## config.mk

```make
export PLATFORM = sky130hd
export DESIGN_NAME = simd_issue_queue_flat
export DESIGN_NICKNAME = d
export VERILOG_FILES = /design/src/rtl/simd_issue_queue_if.sv /design/src/rtl/simd_issue_queue.sv /design/src/flat_wrapper.sv
export SDC_FILE = /design/constraint.sdc
export NUM_CORES = 2
export LEC_CHECK = 0
export BUFFER_PORTS_ARGS = -buffer_cell sky130_fd_sc_hd__buf_4
export CAP_MARGIN = 20
export CORE_AREA = 2 2 417 419
export DETAILED_ROUTE_END_ITERATION = 16
export DIE_AREA = 0 0 419 421
export GPL_ROUTABILITY_DRIVEN = 0
export GPL_TIMING_DRIVEN = 1
export PLACE_DENSITY = 0.71
export SYNTH_ARGS = -nofsm -noshare
export SYNTH_HDL_FRONTEND = slang
export SYNTH_SLANG_ARGS = --single-unit
```

## constraint.sdc

```tcl
create_clock -name clk -period 39.1 [get_ports clk]
set_clock_uncertainty 0.05 [all_clocks]
set_input_delay 9.775 -clock clk [delete_from_list [all_inputs] [get_ports clk]]
set_output_delay 9.775 -clock clk [all_outputs]
set_load 0.03 [all_outputs]
```

## src/rtl/simd_issue_queue_if.sv

```systemverilog
// ============================================================================
// Module      : simd_issue_queue_if
// Description : Bundle of the producer handshake, ALU issue bus and result
//               qualifier signals of the SIMD issue queue.
//               master : producer/ALU side (drives s_*, stall, flush)
//               slave  : queue side (drives s_ready, issue_*, res_*, count)
// Revision    : 1.0 - initial release
// ============================================================================
`default_nettype none

interface simd_issue_queue_if #(
  parameter int DEPTH = 4,
  parameter int SEQ_W = 8
);
  localparam int c_CNT_W = $clog2(DEPTH) + 1;

  logic               s_valid;
  logic               s_ready;
  logic [15:0]        s_inst;
  logic [255:0]       s_A;
  logic [255:0]       s_B;
  logic               stall;
  logic               flush;
  logic [15:0]        issue_inst;
  logic [255:0]       issue_A;
  logic [255:0]       issue_B;
  logic               res_valid;
  logic [SEQ_W-1:0]   res_seq;
  logic [c_CNT_W-1:0] count;

  modport master (
    output s_valid, s_inst, s_A, s_B, stall, flush,
    input  s_ready, issue_inst, issue_A, issue_B, res_valid, res_seq, count
  );

  modport slave (
    input  s_valid, s_inst, s_A, s_B, stall, flush,
    output s_ready, issue_inst, issue_A, issue_B, res_valid, res_seq, count
  );
endinterface

`default_nettype wire

```

## src/rtl/simd_issue_queue.sv

```systemverilog
// ============================================================================
// Module      : simd_issue_queue
// Description : Circular-buffer issue queue between an instruction/operand
//               producer and a SIMD ALU. Entries issue in order, one per
//               cycle, never in the cycle they are pushed. Issue buses are
//               forced to zero (ALU NOP) whenever nothing issues. res_valid
//               and res_seq are registered to line up with the ALU's
//               registered result one cycle after issue.
// Ports       : clk - clock, rising edge
//               rst - asynchronous, active-low reset
//               q   - simd_issue_queue_if.slave (handshake, issue, result)
// Revision    : 1.0 - initial release
// ============================================================================
`default_nettype none

module simd_issue_queue #(
  parameter int DEPTH = 4,
  parameter int SEQ_W = 8
) (
  input  wire logic          clk,
  input  wire logic          rst,
  simd_issue_queue_if.slave  q
);
  localparam int c_PTR_W = $clog2(DEPTH);
  localparam int c_CNT_W = c_PTR_W + 1;

  // Entry storage; deliberately not reset.
  logic [15:0]        r_inst [DEPTH];
  logic [255:0]       r_a    [DEPTH];
  logic [255:0]       r_b    [DEPTH];

  logic [c_PTR_W-1:0] r_rd_ptr;
  logic [c_PTR_W-1:0] r_wr_ptr;
  logic [c_CNT_W-1:0] r_count;
  logic [SEQ_W-1:0]   r_seq;
  logic [SEQ_W-1:0]   r_res_seq;
  logic               r_res_valid;

  logic               w_ready;
  logic               w_push;
  logic               w_fire;

  // Ready depends only on occupancy and flush, so a full queue refuses a
  // push even in a cycle where the head issues.
  assign w_ready = (r_count < c_CNT_W'(DEPTH)) && !q.flush;
  assign w_push  = q.s_valid && w_ready;
  assign w_fire  = (r_count != '0) && !q.stall && !q.flush;

  assign q.s_ready    = w_ready;
  assign q.count      = r_count;
  assign q.res_valid  = r_res_valid;
  assign q.res_seq    = r_res_seq;

  // Head entry is presented only while issuing; otherwise a zero word is a NOP.
  assign q.issue_inst = w_fire ? r_inst[r_rd_ptr] : '0;
  assign q.issue_A    = w_fire ? r_a[r_rd_ptr]    : '0;
  assign q.issue_B    = w_fire ? r_b[r_rd_ptr]    : '0;

  always_ff @(posedge clk) begin
    if (w_push) begin
      r_inst[r_wr_ptr] <= q.s_inst;
      r_a[r_wr_ptr]    <= q.s_A;
      r_b[r_wr_ptr]    <= q.s_B;
    end
  end

  always_ff @(posedge clk or negedge rst) begin
    if (!rst) begin
      r_rd_ptr    <= '0;
      r_wr_ptr    <= '0;
      r_count     <= '0;
      r_seq       <= '0;
      r_res_seq   <= '0;
      r_res_valid <= 1'b0;
    end else begin
      // w_fire is already low during flush, so this also clears on flush.
      r_res_valid <= w_fire;
      if (w_fire) begin
        r_res_seq <= r_seq;
        r_seq     <= r_seq + SEQ_W'(1);
      end
      if (q.flush) begin
        r_rd_ptr <= '0;
        r_wr_ptr <= '0;
        r_count  <= '0;
      end else begin
        // DEPTH is a power of two, so pointer wrap is natural overflow.
        if (w_push) r_wr_ptr <= r_wr_ptr + c_PTR_W'(1);
        if (w_fire) r_rd_ptr <= r_rd_ptr + c_PTR_W'(1);
        r_count <= r_count + c_CNT_W'(w_push) - c_CNT_W'(w_fire);
      end
    end
  end
endmodule

`default_nettype wire

```

## src/flat_wrapper.sv

```systemverilog
// flat-port wrapper written by rule: the top's interface ports become plain ports
module simd_issue_queue_flat 
#(
  parameter int DEPTH = 4,
  parameter int SEQ_W = 8
)
  (clk, rst, q_s_valid, q_s_inst, q_s_A, q_s_B, q_stall, q_flush, q_s_ready, q_issue_inst, q_issue_A, q_issue_B, q_res_valid, q_res_seq, q_count);
  simd_issue_queue_if #(.DEPTH(DEPTH), .SEQ_W(SEQ_W)) q_i ();
  input  wire logic clk;
  input  wire logic rst;
  input wire logic [$bits(q_i.s_valid)-1:0] q_s_valid;
  input wire logic [$bits(q_i.s_inst)-1:0] q_s_inst;
  input wire logic [$bits(q_i.s_A)-1:0] q_s_A;
  input wire logic [$bits(q_i.s_B)-1:0] q_s_B;
  input wire logic [$bits(q_i.stall)-1:0] q_stall;
  input wire logic [$bits(q_i.flush)-1:0] q_flush;
  output wire logic [$bits(q_i.s_ready)-1:0] q_s_ready;
  output wire logic [$bits(q_i.issue_inst)-1:0] q_issue_inst;
  output wire logic [$bits(q_i.issue_A)-1:0] q_issue_A;
  output wire logic [$bits(q_i.issue_B)-1:0] q_issue_B;
  output wire logic [$bits(q_i.res_valid)-1:0] q_res_valid;
  output wire logic [$bits(q_i.res_seq)-1:0] q_res_seq;
  output wire logic [$bits(q_i.count)-1:0] q_count;
  assign q_i.s_valid = q_s_valid;
  assign q_i.s_inst = q_s_inst;
  assign q_i.s_A = q_s_A;
  assign q_i.s_B = q_s_B;
  assign q_i.stall = q_stall;
  assign q_i.flush = q_flush;
  assign q_s_ready = q_i.s_ready;
  assign q_issue_inst = q_i.issue_inst;
  assign q_issue_A = q_i.issue_A;
  assign q_issue_B = q_i.issue_B;
  assign q_res_valid = q_i.res_valid;
  assign q_res_seq = q_i.res_seq;
  assign q_count = q_i.count;
  simd_issue_queue #(.DEPTH(DEPTH), .SEQ_W(SEQ_W)) u_core (.clk(clk), .rst(rst), .q(q_i));
endmodule
```

Word level (Yosys, flattened, before mapping)

Memory sizes are Yosys's and may differ from the RTL's.
Cells that the tools add are included.

Div/mod/pow operators: 0
Add/sub/neg operators: 5
$lt $le $gt $ge: 1
Multiply operators: 0
Bitwise operators: 0
Shift operators: 0
Multiplexer cells: 10
Equality and inequality tests: 0
Reductions and logical operators: 9

Operator list:

| operator                                                       | count |
|---|---|
| 256-bit two-way mux                                            | 2 |
| 16-bit two-way mux                                             | 1 |
| 8-bit by 1-bit adder with 8-bit output (second input constant) | 1 |
| 2-bit two-way mux                                              | 4 |
| 2-bit by 1-bit adder with 2-bit output (second input constant) | 2 |
| 1-bit logical AND                                              | 4 |
| 2-bit nonzero test                                             | 2 |
| 3-bit by 1-bit adder with 3-bit output                         | 1 |
| 3-bit < comparator (second input constant)                     | 1 |
| 3-bit two-way mux                                              | 1 |
| 3-bit nonzero test                                             | 1 |
| 3-bit by 1-bit subtractor with 3-bit output                    | 1 |
| 1-bit zero test                                                | 2 |
| 1-bit two-way mux                                              | 2 |

Memory bits (writable): 2112
Output and inout port bits: 541
Word-level logic and storage cells: 34
Latch bits: 0
Memories kept: 3
Bits in read-only memories: 0
Flip-flop bits (word level): 24
Input port bits: 533

Memory list:

| memory        | depth | bits a word | rd ports | clocked after memory_dff | wr ports | RTL line               | source |
|---|---|---|---|---|---|---|---|
| u_core.r_a    | 4     | 256         | 1        | 0                        | 1        | simd_issue_queue.sv:29 | `logic [255:0] r_a [DEPTH];` |
| u_core.r_b    | 4     | 256         | 1        | 0                        | 1        | simd_issue_queue.sv:30 | `logic [255:0] r_b [DEPTH];` |
| u_core.r_inst | 4     | 16          | 1        | 0                        | 1        | simd_issue_queue.sv:28 | `logic [15:0] r_inst [DEPTH];` |

Logic depth before layout (Yosys ltp)

Depth after elaboration: 6
Gate-level depth with buffers: 11
Gate-level depth less buffers: 10

Worst setup path after synthesis

No wires, ideal clock.

Kind: input -> register
Start: input port q_flush
End: memory u_core.r_a[0][0] (enable)
Cell stages on the path: 3
Setup slack: 15.739 ns
Library setup time: 0.962 ns
Data required time: 38.088 ns
Data arrival time: 22.350 ns
Buffers on the path: 1
Cell sequence: buf_2 nor3b_1 and2_1

Cells in the longest elaborated chain, start to end: 5

RTL lines:

| element                                 | RTL line               | source |
|---|---|---|
| from (decl)                             | flat_wrapper.sv:16     | `input wire logic [$bits(q_i.flush)-1:0] q_flush;` |
| 1-bit zero test                         | simd_issue_queue.sv:45 | `assign w_ready = (r_count < c_CNT_W'(DEPTH)) && !q.flush;` |
| 1-bit logical AND                       | simd_issue_queue.sv:45 |  |
| 1-bit logical AND                       | simd_issue_queue.sv:46 | `assign w_push = q.s_valid && w_ready;` |
| 1-bit two-way mux                       | simd_issue_queue.sv:60 | `if (w_push) begin` |
| 1-bit two-way mux (not written as such) | simd_issue_queue.sv:62 | `r_a[r_wr_ptr] <= q.s_A;` |
| to (decl)                               | simd_issue_queue.sv:29 |  |

Every way passes these cells.

Final worst setup path

Start: input port q_flush
End: output port q_issue_A[59]

Cells in the longest elaborated chain, start to end: 3

RTL lines:

| element             | RTL line               | source |
|---|---|---|
| 1-bit zero test     | simd_issue_queue.sv:47 | `assign w_fire = (r_count != '0) && !q.stall && !q.flush;` |
| 1-bit logical AND   | simd_issue_queue.sv:47 |  |
| 256-bit two-way mux | simd_issue_queue.sv:56 | `assign q.issue_A = w_fire ? r_a[r_rd_ptr] : '0;` |
| to (decl)           | flat_wrapper.sv:19     | `output wire logic [$bits(q_i.issue_A)-1:0] q_issue_A;` |

Every way passes these cells.

==> flow_summary.toml <==
[power_and_ir_drop]
ir_worst_vdd_uv = 50.88
p_per_area_mw_per_mm2 = 58.49
p_leak_nw = 34.58

[detailed_routing]
drt_iter0_markers = 3407
antenna_left = 0
wirelength_um = 194100
vias_per_cell = 5.623
routedWlPerCell_um = 27.08
top_layer_used = "met5"
drt-met1-wl_um = 71100
wl_met3_um = 13950
dr.pass1.iters = 6
wl_met2_um = 100200
drc = 0
num_vias = 40320

[finish]
nNetsFinal = 5143
final_cells = 7170
drive_above_1_share_pct = 41.24
syn_to_final_growth_pct = 20.87

[synth]
syn_inst = 3496
synth_seq_cells = 2136
syn_avg_cell_area_um2 = 23.21
synth_seq_area_share_pct = 78.91
synth_cell_types = 32
syn_nets = 4037
synthesis.area_mm2 = 0.08113
yosysMostFrequentCell = "edfxtp_1"
synthTopCellsByArea = "edfxtp_1 (78%), mux4_2 (15%), and3_1 (4.1%)"
synth_edf_count = 2112
synth_top_area_share_pct = 78.17
synthTopCellsByCount = "edfxtp_1 (2112), and3_1 (529), mux4_2 (528)"
yosys.area.top_type = "edfxtp_1"
synth_flop_cell = "edfxtp_1"
synthArstFlopShare_pct = 1.124
yosysWarnings = 0

[critical_path]
path_cells = "buf_4 -> nor2_4 -> buf_12 -> buf_4 -> and3_1 -> buf_4"
worstReg2RegEnd = "u_core.r_a[3][74]"
r2r_start = "u_core.q.count[2]"
reg2reg_depth = 7
crit_type = "input pin to primary output"
startpoint_type = "input pin"
cpPeakStageDelay_ps = 750
reg2reg_slack_ps = 32580
crit_required_ps = 29270
cp.arrival_ps = 12440
cp_slowest_cell = "buf_4"
crit_fanout = 134
path_common_cell = "buf_4"
end_kind = "primary output"

[run]
cap_viol_max_count = 0

[die]
die_w_um = 419
die_area_mm2 = 0.1764
start_util_pct = 47.04
rows = 153
coreArea_mm2 = 0.1725
num_io_pins = 1074
die_h_um = 421

[global_routing]
grt_usage_pct = 21.45
grt_pass1_vias = 40760
grt_pass1_wl_um = 276000
grt-ovfl-total = 0
antenna_found_initial = 71
grt_max_degree = 155

[clocking]
cts_tree = "built"
clk_latency_ps = 820
h-tree-depth = 4
cts_sinks = 2136
postCtsSetupBuffers = 0
cts-root-buf = "clkbuf_16"
cts_hold_buf = 0
clk_transition_reported_paths_ps = 60
clockBufferDepth = 3
cts.repair.resized = 0
cts-buffers-inserted = 208

[worst_hold_path]
min_path_type = "flip-flop to flip-flop"
min_path_cells = 1
min_to = "u_core.r_seq[7]"
holdCritStartpoint = "u_core.r_seq[7]"

[timing]
fin_tns_setup_ps = 0
period_needed_ps = 22260
rsz0062_at_grt = "no"
finalHoldViolations = 0
relSlewSlack_pct = 22.46
drv_slew = 0
setup_violations = 0
fmax_mhz = 44.92
fin_crit_sh_pct = 56.93
fin_ws_ps = 16840
tightest_slew_ps = 1163

[placement]
dp_slack_ps = 17010
dp_hpwl_um = 122200
port_buffers = 1073
dp_cells = 6717

[run_status]
status = "finished, final reports clean"
flip-flops by register name (all words and copies together), names as in the netlist:
register and cells:
u_core.r_a 1024, u_core.r_b 1024, u_core.r_inst 64, u_core.q.res_seq 8, u_core.r_seq 8, u_core.q.count 3, u_core.r_rd_ptr 2, u_core.r_wr_ptr 2
u_core.q.res_valid 1
worst max-delay path: cells and delay by family:
kind | cells | cell delay, ps
and+or+nand+nor | 2 | 760
buffers and inverters | 4 | 1490
cell usage in the layout (no fill, tap or decap), drive strengths merged, types with 14 or more instances in the layout:
cell type     n
diode        68
and3        529
edfxtp     2112
mux4        528
buf        1132
clkbuf      254
inv          14
dfrtp        24
bufinv       14
clkinv      100
cells by family after synthesis:
family,share of synthesized area [%]
compound gates,0.03393
xor+xnor,0.1080
fa+ha+maj,0.1326
buf+inv,1.733
flops,78.91
mux,14.78
simple gates,4.295
routing by layer:
metal  up-vias  GRT usage (%)
met5         -              0
met4        26          12.34
met3       381          5.391
met2      1516          34.97
met1     21320          26.10
li1      17080              -
cell type report:
type	instances	area, um2
clock inverters	131	1177
diodes	68	170.2
clock buffers	254	5428
inverters	6	22.52
repair buffers	1132	8611
well taps	2325	2909
fillers	12550	74420
multi-input cells	1118	15720
flip-flops and latches	2136	64030
power breakdown:
| part | switching, mW | internal, mW |
|---|---|---|
| Sequential | 0.0382 | 2.65 |
| Combinational | 0.665 | 0.454 |
| Clock | 0.841 | 1.08 |
how the worst max path moves through the flow:
stage / startpoint / endpoint / slack, ps / cells after the start
CTS: q_flush / q_issue_A[59] / 17000 / 6
global placement: q_flush / q_issue_B[79] / 17160 / 6
finish: q_flush / q_issue_A[59] / 16840 / 6
floorplan: q_flush / u_core.r_a[0][0] / 15740 / 3
detailed placement: q_flush / q_issue_A[75] / 17010 / 6
global route: q_flush / q_issue_A[51] / 16730 / 6
stage by stage:
stage	util (%)	hold slack, ps	power (mW)	cell area (um2)
6_report	56.85	423.3	5.736	98060
3_3_place_gp	52.93	412.7	3.860	91290
3_5_place_dp	52.93	414.3	3.876	91290
2_1_floorplan	-	387.8	3.560	81130
5_1_grt	56.85	443.2	5.929	98060
4_1_cts	56.75	415.8	5.791	97890
Power figures use the tool's default switching activity.
